**src/rtl/alu_multiciclo_nbits_if.sv**
```systemverilog
// alu_multiciclo_nbits_if: operand/result/handshake bundle between the control FSM and the multicycle ALU
interface alu_multiciclo_nbits_if #(parameter int N = 8);
  logic         start_i;
  logic [N-1:0] a_i;
  logic [N-1:0] b_i;
  logic [3:0]   operacion_i;
  logic [N-1:0] resultado_o;
  logic [N-1:0] hi_o;
  logic [N-1:0] lo_o;
  logic         zero_o;
  logic         overflow_o;
  logic         c_o;
  logic         div_cero_o;
  logic         busy_o;
  logic         done_o;
  modport master (
    output start_i, a_i, b_i, operacion_i,
    input  resultado_o, hi_o, lo_o, zero_o, overflow_o, c_o, div_cero_o, busy_o, done_o
  );
  modport slave (
    input  start_i, a_i, b_i, operacion_i,
    output resultado_o, hi_o, lo_o, zero_o, overflow_o, c_o, div_cero_o, busy_o, done_o
  );
endinterface

```
**src/rtl/alu_multiciclo_nbits.sv**
```systemverilog
// alu_multiciclo_nbits: N-bit ALU with registered flags, iterative MULTU (shift-add) and DIVU (restoring) into HI/LO
module alu_multiciclo_nbits #(
  parameter int N = 8
) (
  input logic clk_i,
  input logic rst_i,
  alu_multiciclo_nbits_if.slave bus
);
  localparam int CW = $clog2(N + 1);
  localparam logic [3:0] OP_AND = 4'b0000, OP_OR = 4'b0001, OP_ADD = 4'b0010, OP_SUB = 4'b0110,
                         OP_SLT = 4'b0111, OP_NOR = 4'b1100, OP_MUL = 4'b1000, OP_DIV = 4'b1001;
  typedef enum logic [1:0] {IDLE, MUL, DIV, DONE} state_t;
  state_t state, state_n;
  logic [2*N-1:0] acc;
  logic [N-1:0] a_q, b_q;
  logic [CW-1:0] cnt;
  logic [N-1:0] bx, alu_r;
  logic [N:0] sum;
  logic arith, alu_c, alu_v;
  logic [N:0] msum, rsh;
  logic [2*N-1:0] mul_next, div_next;
  logic [N-1:0] rdiff;
  logic ge, last;
  always_comb begin
    arith = bus.operacion_i == OP_ADD || bus.operacion_i == OP_SUB;
    bx = bus.operacion_i == OP_SUB ? ~bus.b_i : bus.b_i;
    sum = {1'b0, bus.a_i} + {1'b0, bx} + {{N{1'b0}}, bus.operacion_i == OP_SUB};
    alu_r = bus.operacion_i == OP_AND ? bus.a_i & bus.b_i :
            bus.operacion_i == OP_OR  ? bus.a_i | bus.b_i :
            arith                     ? sum[N-1:0] :
            bus.operacion_i == OP_SLT ? {{(N-1){1'b0}}, $signed(bus.a_i) < $signed(bus.b_i)} :
            bus.operacion_i == OP_NOR ? ~(bus.a_i | bus.b_i) : '0;
    alu_c = arith & sum[N];
    alu_v = arith & (bus.a_i[N-1] == bx[N-1]) & (sum[N-1] != bus.a_i[N-1]);
  end
  // acc is {product high, product low} for MULTU and {remainder, quotient} for DIVU
  always_comb begin
    msum = {1'b0, acc[2*N-1:N]} + {1'b0, a_q[0] ? b_q : {N{1'b0}}};
    mul_next = {msum, acc[N-1:1]};
    rsh = acc[2*N-1:N-1];
    ge = rsh >= {1'b0, b_q};
    rdiff = rsh[N-1:0] - b_q;
    div_next = {ge ? rdiff : rsh[N-1:0], acc[N-2:0], ge};
    last = cnt == CW'(1);
  end
  always_comb begin
    state_n = state;
    if (state == IDLE && bus.start_i)
      state_n = bus.operacion_i == OP_MUL ? MUL :
                (bus.operacion_i == OP_DIV && bus.b_i != '0) ? DIV : DONE;
    else if (state == MUL || state == DIV)
      state_n = last ? DONE : state;
    else if (state == DONE)
      state_n = IDLE;
  end
  assign bus.busy_o = state == MUL || state == DIV;
  assign bus.done_o = state == DONE;
  always_ff @(posedge clk_i or posedge rst_i) begin
    if (rst_i) begin
      state <= IDLE;
      acc <= '0;
      a_q <= '0;
      b_q <= '0;
      cnt <= '0;
      bus.resultado_o <= '0;
      bus.hi_o <= '0;
      bus.lo_o <= '0;
      bus.zero_o <= 1'b0;
      bus.overflow_o <= 1'b0;
      bus.c_o <= 1'b0;
      bus.div_cero_o <= 1'b0;
    end else begin
      state <= state_n;
      if (state == IDLE && bus.start_i) begin
        a_q <= bus.a_i;
        b_q <= bus.b_i;
        cnt <= CW'(N);
        if (bus.operacion_i == OP_MUL) begin
          acc <= '0;
        end else if (bus.operacion_i == OP_DIV) begin
          acc <= {{N{1'b0}}, bus.a_i};
          if (bus.b_i == '0) begin
            bus.lo_o <= '1;
            bus.hi_o <= bus.a_i;
            bus.resultado_o <= '1;
            bus.div_cero_o <= 1'b1;
            bus.zero_o <= 1'b0;
            bus.c_o <= 1'b0;
            bus.overflow_o <= 1'b0;
          end
        end else begin
          bus.resultado_o <= alu_r;
          bus.zero_o <= alu_r == '0 && (arith || bus.operacion_i == OP_AND || bus.operacion_i == OP_OR ||
                                        bus.operacion_i == OP_SLT || bus.operacion_i == OP_NOR);
          bus.c_o <= alu_c;
          bus.overflow_o <= alu_v;
        end
      end else if (state == MUL || state == DIV) begin
        acc <= state == MUL ? mul_next : div_next;
        a_q <= a_q >> 1;
        cnt <= cnt - CW'(1);
        if (last) begin
          bus.hi_o <= state == MUL ? mul_next[2*N-1:N] : div_next[2*N-1:N];
          bus.lo_o <= state == MUL ? mul_next[N-1:0] : div_next[N-1:0];
          bus.resultado_o <= state == MUL ? mul_next[N-1:0] : div_next[N-1:0];
          bus.zero_o <= (state == MUL ? mul_next[N-1:0] : div_next[N-1:0]) == '0;
          bus.c_o <= 1'b0;
          bus.overflow_o <= 1'b0;
          if (state == DIV) bus.div_cero_o <= 1'b0;
        end
      end
    end
  end
endmodule

```
**src/flat_wrapper.sv**
```systemverilog
// flat-port wrapper written by rule: the top's interface ports become plain ports
module alu_multiciclo_nbits_flat 
#(
  parameter int N = 8
)
  (clk_i, rst_i, bus_start_i, bus_a_i, bus_b_i, bus_operacion_i, bus_resultado_o, bus_hi_o, bus_lo_o, bus_zero_o, bus_overflow_o, bus_c_o, bus_div_cero_o, bus_busy_o, bus_done_o);
  alu_multiciclo_nbits_if #(.N(N)) bus_i ();
  input logic clk_i;
  input logic rst_i;
  input wire logic [$bits(bus_i.start_i)-1:0] bus_start_i;
  input wire logic [$bits(bus_i.a_i)-1:0] bus_a_i;
  input wire logic [$bits(bus_i.b_i)-1:0] bus_b_i;
  input wire logic [$bits(bus_i.operacion_i)-1:0] bus_operacion_i;
  output wire logic [$bits(bus_i.resultado_o)-1:0] bus_resultado_o;
  output wire logic [$bits(bus_i.hi_o)-1:0] bus_hi_o;
  output wire logic [$bits(bus_i.lo_o)-1:0] bus_lo_o;
  output wire logic [$bits(bus_i.zero_o)-1:0] bus_zero_o;
  output wire logic [$bits(bus_i.overflow_o)-1:0] bus_overflow_o;
  output wire logic [$bits(bus_i.c_o)-1:0] bus_c_o;
  output wire logic [$bits(bus_i.div_cero_o)-1:0] bus_div_cero_o;
  output wire logic [$bits(bus_i.busy_o)-1:0] bus_busy_o;
  output wire logic [$bits(bus_i.done_o)-1:0] bus_done_o;
  assign bus_i.start_i = bus_start_i;
  assign bus_i.a_i = bus_a_i;
  assign bus_i.b_i = bus_b_i;
  assign bus_i.operacion_i = bus_operacion_i;
  assign bus_resultado_o = bus_i.resultado_o;
  assign bus_hi_o = bus_i.hi_o;
  assign bus_lo_o = bus_i.lo_o;
  assign bus_zero_o = bus_i.zero_o;
  assign bus_overflow_o = bus_i.overflow_o;
  assign bus_c_o = bus_i.c_o;
  assign bus_div_cero_o = bus_i.div_cero_o;
  assign bus_busy_o = bus_i.busy_o;
  assign bus_done_o = bus_i.done_o;
  alu_multiciclo_nbits #(.N(N)) u_core (.clk_i(clk_i), .rst_i(rst_i), .bus(bus_i));
endmodule
```
**config.mk**
```make
export PLATFORM = sky130hd
export DESIGN_NAME = alu_multiciclo_nbits_flat
export DESIGN_NICKNAME = d
export VERILOG_FILES = /design/src/rtl/alu_multiciclo_nbits_if.sv /design/src/rtl/alu_multiciclo_nbits.sv /design/src/flat_wrapper.sv
export SDC_FILE = /design/constraint.sdc
export NUM_CORES = 1
export LEC_CHECK = 0
export ABC_AREA = 1
export BUFFER_PORTS_ARGS = -buffer_cell sky130_fd_sc_hd__buf_2
export CORE_MARGIN = 8
export CORE_UTILIZATION = 62
export CTS_BUF_LIST = sky130_fd_sc_hd__clkbuf_8
export DETAILED_ROUTE_END_ITERATION = 10
export GPL_ROUTABILITY_DRIVEN = 0
export MAX_ROUTING_LAYER = met4
export PLACE_DENSITY_LB_ADDON = 0.3
export SLEW_MARGIN = 25
export SYNTH_ARGS = -nofsm -noshare
export SYNTH_HDL_FRONTEND = slang
export SYNTH_SLANG_ARGS = --single-unit
```
**constraint.sdc**
```tcl
create_clock -name clk_i -period 3.6 [get_ports clk_i]
set_input_delay 0.18 -clock clk_i [delete_from_list [all_inputs] [get_ports clk_i]]
set_output_delay 0.18 -clock clk_i [all_outputs]
set_load 0.02 [all_outputs]
```
==> out/results.ini, run 1 <==
[setup_path]
r2r-start = u_core.state[0]
worst_setup_path_startpoint = u_core.state[0]
worst-r2r-setup-slack_ps = 810
worstSetupEndpointType = flop
critPathKind = reg -> reg
worst-r2r-cell-count = 11
critical_path.max_fanout = 19
worst_ep_required_time_ps = 3830
critical_path.endpoint = u_core.acc[1]
timing.critical_path.from_type = flop
critical_path_arrival_ps = 3020
timing.rr.end = u_core.acc[1]

[sta]
finalCriticalPeriod_ps = 2790
clock.fmax_mhz = 358
rsz0062_at_grt = no
hold-worst-slack_ps = -52.4
clock_skew_ps = 11.6
setup_tns_ps = 0
slew_violations = 0
timing_hold_violations_final = 47
post-route-period-util_pct = 77.6
setup-violations-final = 0
worst_max_slew_pin_slew_ps = 885
max-slew-margin-rel_pct = 41.0

[yosys]
number_of_synthesized_flops_with_an_enable_pin = 0
synth-seq-cells = 66
syn_area_um2 = 5210
async_flop_share_pct = 100
sequential_fraction_of_the_synthesis_area_pct = 31.7
post_synth_inst_count = 713
synthDistinctLibCells = 48
synth_top_cell_area_share_pct = 31.7
post_synth.cell_area_avg_um2 = 7.31
dominantRegCellSynth = dfrtp_1
synth_nets = 795
ys_warn_count = 0
synth.area.top_cells = dfrtp_1 (32%), ha_1 (13%), nand2_1 (12%)
synthDominantAreaCellType = dfrtp_1

[global_routing]
antenna_found_initial = 0
grt.total_usage_pct = 26.2
grt_max_degree = 49
grt_first_pass_wirelength_mm = 23.8
grt_overflow_total = 0
grt_pass1_vias = 4912

[cells_and_area]
finish.utilization_pct = 70.2
area_growth_syn_to_layout_pct = 10.2
drive_gt1_share_pct = 16.1
n_antenna_cell = 0
final_net_count = 845

[pwr]
leakage_nw = 3.09
vdd_ir_drop_max_v = 0.000553
cellPowerDensity_nw_per_um2 = 893

[cts]
cts_htree_levels = 3
cts_repair_resize_count = 0
clock_latency_ps = 350
cts.root.buffer_cell = clkbuf_8
clkTransAtPathRegs_ps = 80
cts_buffers = 9
max-clock-path-buffers = 2
cts_tree = built
postCtsSetupBuffers = 0
numClockSinks = 66
cts_hold_repair.buffers = 0

[detailed_routing]
total_wirelength_of_the_detailed_routed_design_mm = 14.4
drt-initial-drc-count = 367
antenna_violating_nets_post_route = 0
routed_wire_length_per_instance_um = 16.5
route.detailed.drc = 0
drt_pass1_iterations = 4
vias_per_cell = 5.81
vias = 5072

[placement]
numPortBuffers = 52
hpwl_after_detailed_placement_mm = 11.1

[floorplan]
die-area_um2 = 11600
core_um2 = 8180
row_count = 33
ios = 53
fp.dieW_um = 108
dieHeight_um = 108
initial_core_util_pct = 63.8

[run_status]
run_status = finished, violations left
violations = negative hold slack

[min_path]
min_path_type = in -> async

[job]
max-cap-violations = 0

cells by family (layout without fill, tap and decap cells):
logic type / after synthesis / after routing / share of synthesized area [%]
buffers and inverters: 131 / 186 / 9.96
flip-flops: 66 / 66 / 31.7
AO/OA/AOI/OAI: 141 / 141 / 15.8
AND/OR/NAND/NOR: 305 / 305 / 26.1
XOR/XNOR: 11 / 11 / 1.85
adder cells (fa/ha/maj): 59 / 59 / 14.6
report_power, final:
part | total, W | switching, W | internal (W)
Combinational | 0.00313 | 0.00211 | 0.00102
Sequential | 0.00135 | 0.000254 | 0.00110
Clock | 0.000638 | 0.000299 | 0.000338
routing by layer:
layer,vias up,part of all wire [%],global-route usage [%]
met1,2360,42,33.4
li1,2410,-,-
met3,40,9.1,4.91
met5,-,0,-
met2,262,45,40.1
met4,0,3.1,10.7
state kept, by name (all words and copies together) (netlist names):
signal and cells:
u_core.b_q 8, u_core.bus.div_cero_o 1, u_core.bus.resultado_o 8, u_core.bus.lo_o 8, u_core.acc 16, u_core.bus.overflow_o 1, u_core.bus.c_o 1, u_core.bus.zero_o 1
u_core.a_q 8, u_core.state 2, u_core.cnt 4, u_core.bus.hi_o 8
worst min-delay path by stage:
stage	start	to	depth (start not counted)
CTS	rst_i	u_core.bus.lo_o[1]	2
global route	rst_i	u_core.bus.lo_o[1]	2
finish	rst_i	u_core.bus.lo_o[1]	2
global placement	rst_i	u_core.bus.lo_o[4]	2
detailed placement	u_core.bus.div_cero_o	u_core.bus.div_cero_o	2
floorplan	bus_b_i[4]	u_core.b_q[4]	2
cell usage after synthesis, types with 3 or more instances:
library cell / count
inv_1: 98
nand3b_1: 4
o221ai_1: 3
nor2_2: 7
xor2_1: 11
buf_2: 4
clkinv_1: 3
o21ai_1: 11
o21ai_0: 49
nand3_2: 4
clkbuf_1: 5
inv_2: 14
fa_1: 3
nand3_1: 30
a31oi_2: 3
ha_1: 56
o211ai_1: 3
nor2_1: 62
nand4_1: 9
nand2_1: 160
a31oi_1: 8
nor3_1: 5
dfrtp_1: 66
buf_4: 4
or2_2: 5
o21bai_1: 3
o22ai_1: 6
nand2_2: 10
a21oi_1: 40
cell usage in the layout (no fill, tap or decap), types with 2 or more instances in the layout:
| cell | synthesis | routed |
|---|---|---|
| nand3b_1 | 4 | 4 |
| clkinvlp_4 | 0 | 2 |
| buf_2 | 4 | 52 |
| inv_2 | 14 | 14 |
| nand2_1 | 160 | 160 |
| o22ai_1 | 6 | 6 |
| xor2_1 | 11 | 11 |
| o21bai_1 | 3 | 3 |
| o221ai_1 | 3 | 3 |
| fa_1 | 3 | 3 |
| a21oi_1 | 40 | 40 |
| nand3_1 | 30 | 30 |
| a21o_1 | 2 | 2 |
| nand2_2 | 10 | 10 |
| clkinv_2 | 0 | 3 |
| nor3_1 | 5 | 5 |
| clkbuf_8 | 0 | 10 |
| a31oi_2 | 3 | 3 |
| dfrtp_1 | 66 | 66 |
| nand4_1 | 9 | 9 |
| nand3_2 | 4 | 4 |
| a21oi_2 | 2 | 2 |
| nor4_1 | 2 | 2 |
| nand2_4 | 2 | 2 |
| o31ai_1 | 2 | 2 |
| clkinv_1 | 3 | 3 |
| a31oi_1 | 8 | 8 |
| nor2_1 | 62 | 62 |
| o21a_1 | 2 | 2 |
| o21ai_0 | 49 | 49 |
| o21ai_1 | 11 | 11 |
| nor2_2 | 7 | 7 |
| buf_4 | 4 | 3 |
| nor3_4 | 2 | 2 |
| ha_1 | 56 | 56 |
| inv_1 | 98 | 97 |
| o211ai_1 | 3 | 3 |
| or2_2 | 5 | 5 |
per-stage QoR:
stage / instances / power, W / instance area, µm² / hold slack, ps / worst slack [ps]
after floorplan: 713 / 0.00360 / 5210 / 371 / 1400
after global placement: 857 / 0.00428 / 5540 / 442 / 1060
after detailed placement: 857 / 0.00441 / 5540 / 459 / 926
after CTS: 873 / 0.00508 / 5740 / 90.0 / 887
after global routing: 873 / 0.00555 / 5740 / 31.7 / 537
final: 873 / 0.00512 / 5740 / -52.4 / 807
final cells by class:
class | count | area (µm²)
clock buffer | 10 | 138
clock inverter | 6 | 63.8
fill | 702 | 2430
inverter | 115 | 433
multi-input combinational | 516 | 3040
sequential | 66 | 1650
tap | 105 | 131
timing repair buffer | 55 | 283
worst max-delay path: stages, from the launching register on:
cell	delay, ps
dfrtp_1	410
inv_1	100
ha_1	200
nand2_1	250
clkinv_1	100
buf_4	210
nor2_1	330
inv_1	240
o21ai_2	350
inv_2	250
o21ai_0	130
o21ai_1	90
No activity file was read; power rests on OpenSTA's default activity.
==> inputs of run 2 (changes only) <==
Settings changed: CORE_UTILIZATION 62 to 56.
Clock period 3.6 ns to 2.5 ns, I/O delays scaled along.
==> out/results.ini, run 2 (synthesis results as in run 1) <==
[run_status]
run_status = finished clean

[detailed_routing]
route.detailed.drc = 0
total_wirelength_of_the_detailed_routed_design_mm = 14.6
antenna_violating_nets_post_route = 0
vias = 5135
drt-initial-drc-count = 387
routed_wire_length_per_instance_um = 16.3
vias_per_cell = 5.72
drt_pass1_iterations = 5

[global_routing]
antenna_found_initial = 0
grt_pass1_vias = 5068
grt_overflow_total = 0
grt_first_pass_wirelength_mm = 23.7
grt.total_usage_pct = 24.1
grt_max_degree = 32

[cts]
clock_latency_ps = 350
cts_htree_levels = 3
cts_buffers = 9
numClockSinks = 66
clkTransAtPathRegs_ps = 70
cts.root.buffer_cell = clkbuf_8
cts_tree = built
postCtsSetupBuffers = 0
max-clock-path-buffers = 2

[cells_and_area]
n_antenna_cell = 0
largest-register = u_core.acc
fillerInstances = 817
final_net_count = 865
finish.instance_area_um2 = 5900
finish.utilization_pct = 64.4
seq_area_um2 = 1650
largest_reg_flops = 16
drive_gt1_share_pct = 18.7
layout.cells.most_common = nand2_1
multi_input_area_um2 = 3070
layout_common_cells = nand2_1 (160), inv_1 (97), dfrtp_1 (66)
area_growth_syn_to_layout_pct = 13.1

[setup_path]
critical_path.slowest_cell = fa_1
slowest_delay_ps = 420
worst_ep_required_time_ps = 2770
critPathTopFamily = adder cells
crit_buf_inv = 1
critPathMostFrequentCell = nand2_1
timing.critical_path.from_type = flop
crit_chain = ha_1 > fa_1 > inv_1 > nand3_1 > nand2_1 > nand2_1 > nand2_1 > a21oi_1 > a21oi_1 > o211ai_1 > nand3_1 > nand2_1 > o21ai_0
worstSetupEndpointType = flop
critical_path.max_fanout = 3
worst_setup_path_startpoint = u_core.b_q[0]
critical_path_arrival_ps = 2610
r2r-start = u_core.b_q[0]
critPathKind = reg -> reg

[floorplan]
row_count = 35
ios = 53
initial_core_util_pct = 57.0
core_um2 = 9150
dieHeight_um = 112
fp.dieW_um = 112
die-area_um2 = 12700

[placement]
hpwl_after_detailed_placement_mm = 11.6
numPortBuffers = 52
placement.cell_area_um2 = 5690
post-place-ws_ps = 86.1

[sta]
post-route-period-util_pct = 93.8
setup-violations-final = 0
timing_hold_violations_final = 0
worst_max_slew_pin_slew_ps = 476
clock.fmax_mhz = 426
finalCriticalPeriod_ps = 2350
worst_slack_ps = 155
setup_tns_ps = 0
slew_violations = 0
max-slew-margin-rel_pct = 68.2
hold-worst-slack_ps = 153
clock_skew_ps = 12.0

[pwr]
swShare_pct = 51.1
power_report.internal_total_w = 0.00368
power.clock.fraction_pct = 10.8
switching_power_w = 0.00385
cellPowerDensity_nw_per_um2 = 1280
leakage_nw = 3.18
vdd_ir_drop_max_v = 0.000461
comb_power_share_pct = 63.9
power.share.sequential_pct = 25.4

[min_path]
min_path_type = in -> reg
min_from = bus_b_i[0]

[job]
max-cap-violations = 0

run 2: cell types whose count changed in the layout (fill, tap and decap cells not counted), sizes merged:
cell / before / now
bufinv: 1 / 0
dlygate4sd3: 0 / 1
clkinvlp: 2 / 1
clkinv: 6 / 7
buf: 55 / 74
run 2: final cells by class:
| type | count | area share [%] |
|---|---|---|
| clock buffer | 10 | 2.33 |
| tap | 111 | 2.36 |
| clock inverter | 5 | 0.530 |
| timing repair buffer | 75 | 7.38 |
| inverter | 115 | 7.36 |
| sequential | 66 | 28.0 |
| multi-input combinational | 516 | 52.0 |
run 2: power by group through the flow:
| stage | Sequential, W | Clock, W | Combinational (W) |
|---|---|---|---|
| after floorplan | 0.00209 | 0 | 0.00310 |
| after global placement | 0.00189 | 0 | 0.00452 |
| after detailed placement | 0.00192 | 0 | 0.00468 |
| after CTS | 0.00190 | 0.000806 | 0.00470 |
| after global routing | 0.00196 | 0.000861 | 0.00536 |
| final | 0.00191 | 0.000809 | 0.00480 |
run 2: what timing repair did:
item                                   in CTS  in global routing
gates resized for setup                     0                  7
endpoints found under the hold margin      14                  0
hold buffers                                1                  0
setup endpoints to repair                   0                 13
run 2: through the flow:
stage                     total power [W]  cells
final                             0.00752    898
after global routing              0.00818    898
after CTS                         0.00741    898
after detailed placement          0.00660    882
after global placement            0.00641    882
after floorplan                   0.00519    713
run 2: final timing paths:
kind,endpoint,slack (ps),cells after the start
max in group asynchronous,u_core.b_q[2],1500,4
min in group asynchronous,u_core.acc[9],270,3
hold reg to reg,u_core.bus.overflow_o,480,2
hold / removal,u_core.b_q[0],150,3
setup reg to reg,u_core.acc[14],150,13
setup / recovery,u_core.acc[14],150,13
run 2: worst reg2reg max path, cell delays in order (launching register included):
cell and delay, ps:
dfrtp_1 410, ha_1 260, fa_1 420, inv_1 100, nand3_1 130, nand2_1 100, nand2_1 60, nand2_1 70
a21oi_1 80, a21oi_1 150, o211ai_1 120, nand3_1 100, nand2_1 100, o21ai_0 180
run 2: per-layer routing:
layer | vias to the layer above | part of all wire [%] | global-route usage (%)
met5 | - | 0 | -
met4 | 0 | 4.7 | 12.8
met3 | 52 | 8.2 | 5.26
met2 | 247 | 47 | 38.8
met1 | 2383 | 40 | 27.6
li1 | 2453 | - | -
==> inputs of run 3 (changes only) <==
Settings changed: ABC_AREA 1 to 0, CORE_UTILIZATION 56 to 62.
Clock period 2.5 ns to 2.8 ns, I/O delays scaled along.
==> out/results.ini, run 3 <==
[run_status]
run_status = finished clean

[yosys]
ys_warn_count = 0
async_flop_share_pct = 100
synth_nets = 676
post_synth_inst_count = 594
dominantRegCellSynth = dfrtp_1
synth_top_cell_area_share_pct = 32.0
number_of_synthesized_flops_with_an_enable_pin = 0
synthDistinctLibCells = 69
post_synth.cell_area_avg_um2 = 8.70
synthDominantAreaCellType = dfrtp_1
synth.area.top_cells = dfrtp_1 (32%), ha_1 (14%), nor2_1 (4.4%)
synth-seq-cells = 66
syn_area_um2 = 5160
synth_top_cells_by_count = dfrtp_1 (66), nor2_1 (60), ha_1 (56), nand2_1 (49)
sequential_fraction_of_the_synthesis_area_pct = 32.0
synthMostInstantiatedCell = dfrtp_1

[placement]
hpwl_after_detailed_placement_mm = 11.3
placement.cell_area_um2 = 5680
numPortBuffers = 52
dpl.cell_count = 752

[pwr]
leakage_nw = 2.83
cellPowerDensity_nw_per_um2 = 1240
vdd_ir_drop_max_v = 0.000480
power_consumption_w = 0.00736

[detailed_routing]
route.layer.met1.wl_mm = 5.85
drt_pass1_iterations = 6
routed.top_layer = met4
antenna_violating_nets_post_route = 0
wl_met2_mm = 7.47
vias = 4883
drt-initial-drc-count = 437
route.met3.wl_um = 948
route.detailed.drc = 0
total_wirelength_of_the_detailed_routed_design_mm = 14.9
routed_wire_length_per_instance_um = 19.3
vias_per_cell = 6.33

[cells_and_area]
layoutNonFillerInstCount = 771
finish.instance_area_um2 = 5940
n_antenna_cell = 0
finish.utilization_pct = 73.1
drive_gt1_share_pct = 19.4
largest_reg_flops = 16
layout_common_cells = dfrtp_1 (65), nor2_1 (60), ha_1 (56)
largest-register = u_core.acc
fillerInstances = 602
final_net_count = 743
area_growth_syn_to_layout_pct = 15.1
layout.cells.most_common = dfrtp_1

[cts]
cts.root.buffer_cell = clkbuf_8
cts_tree = built
clock_latency_ps = 340
max-clock-path-buffers = 2
numClockSinks = 66
clkTransAtPathRegs_ps = 80
cts_buffers = 9
cts_htree_levels = 3

[setup_path]
r2r-start = u_core.b_q[1]
critical_path_arrival_ps = 2940
timing.rr.end = u_core.acc[8]
timing.critical_path.from_type = flop
worstSetupEndpointType = flop
critical_path.slowest_cell = dfrtp_1
worst-r2r-setup-slack_ps = 100
critical_path.max_fanout = 8
crit_chain = inv_1 > ha_1 > nor2b_1 > o31a_1 > o211a_2 > o311ai_1 > o21ai_0 > a32o_1
slowest_delay_ps = 400
critical_path.endpoint = u_core.acc[8]
worst_ep_required_time_ps = 3040
critPathKind = reg -> reg
worst_setup_path_startpoint = u_core.b_q[1]
worst-r2r-cell-count = 8

[sta]
setup-violations-final = 0
post-route-period-util_pct = 96.3
finalCriticalPeriod_ps = 2700
worst_max_slew_pin_slew_ps = 708
slew_violations = 0
clock.fmax_mhz = 371
timing_hold_violations_final = 0
clock_skew_ps = 10.2
max-slew-margin-rel_pct = 52.7

[floorplan]
dieHeight_um = 107
initial_core_util_pct = 63.5
die-area_um2 = 11500
core_um2 = 8130
ios = 53
row_count = 33
fp.dieW_um = 107

[global_routing]
grt_overflow_total = 0
grt_pass1_vias = 4833
grt_max_degree = 36
grt.total_usage_pct = 26.8
grt_first_pass_wirelength_mm = 24.0
antenna_found_initial = 0

[job]
max-cap-violations = 0

[min_path]
min_path_type = in -> reg

run 3: cell families after synthesis:
| logic type | count (synthesis) | share of synthesized area, % |
|---|---|---|
| and+or+nand+nor | 183 | 17.7 |
| AOI/OAI and AO/OA | 172 | 22.0 |
| buffers and inverters | 71 | 5.45 |
| DFF | 66 | 32.0 |
| adders and majority gates | 59 | 14.7 |
| muxes | 26 | 5.28 |
| xor gates and xnor gates | 17 | 2.88 |
run 3: metal layers:
metal / vias up / GRT usage (%)
met5: - / -
met4: 0 / 13.8
met3: 58 / 2.99
met2: 229 / 44.8
met1: 2338 / 31.2
li1: 2258 / -
run 3: final cells by class:
cell class | instances | area, µm² | area share (%)
clock buffer | 9 | 124 | 2.08
sequential | 66 | 1650 | 27.8
inverter | 40 | 150 | 2.53
clock inverter | 7 | 93.8 | 1.58
tap | 105 | 131 | 2.21
timing repair buffer | 87 | 538 | 9.05
multi-input combinational | 457 | 3250 | 54.7
run 3: through the flow:
step	hold WS (ps)	worst slack (ps)	setup TNS, ps
2_1_floorplan	257	122	0
3_3_place_gp	282	97.7	0
3_5_place_dp	288	-66.9	-70.4
4_1_cts	93.4	29.8	0
5_1_grt	120	-45.6	-50.3
6_report	117	104	0
run 3: critical path, delay by kind of cell (launching register included):
kind | cells | cell delay [ps]
buf+inv | 1 | 90
flops | 1 | 400
fa+ha+maj | 1 | 320
compound gates | 5 | 1620
simple gates | 1 | 150
run 3: what timing repair did:
| item | 4_1_cts | 5_1_grt |
|---|---|---|
| gates resized for setup | 0 | 8 |
| endpoints found under the hold margin | 31 | 0 |
| endpoints found under the setup margin | 0 | 6 |
| setup buffers | 0 | 2 |
| hold buffers | 1 | 0 |
run 3: report_power, final:
| part | switching (W) | total [W] | internal (W) |
|---|---|---|---|
| Sequential | 0.000318 | 0.00175 | 0.00143 |
| Clock | 0.000392 | 0.000892 | 0.000499 |
| Combinational | 0.00275 | 0.00472 | 0.00197 |
| Total | 0.00346 | 0.00736 | 0.00390 |
run 3: how the worst min path moves through the flow:
| stage | slack, ps | depth (start not counted) | startpoint | end |
|---|---|---|---|---|
| after CTS | 90 | 3 | bus_b_i[6] | u_core.b_q[6] |
| after global routing | 120 | 3 | bus_b_i[6] | u_core.b_q[6] |
| after global placement | 280 | 2 | rst_i | u_core.acc[13] |
| final | 120 | 3 | bus_b_i[6] | u_core.b_q[6] |
| after floorplan | 260 | 2 | bus_b_i[1] | u_core.b_q[1] |
| after detailed placement | 290 | 2 | rst_i | u_core.b_q[5] |
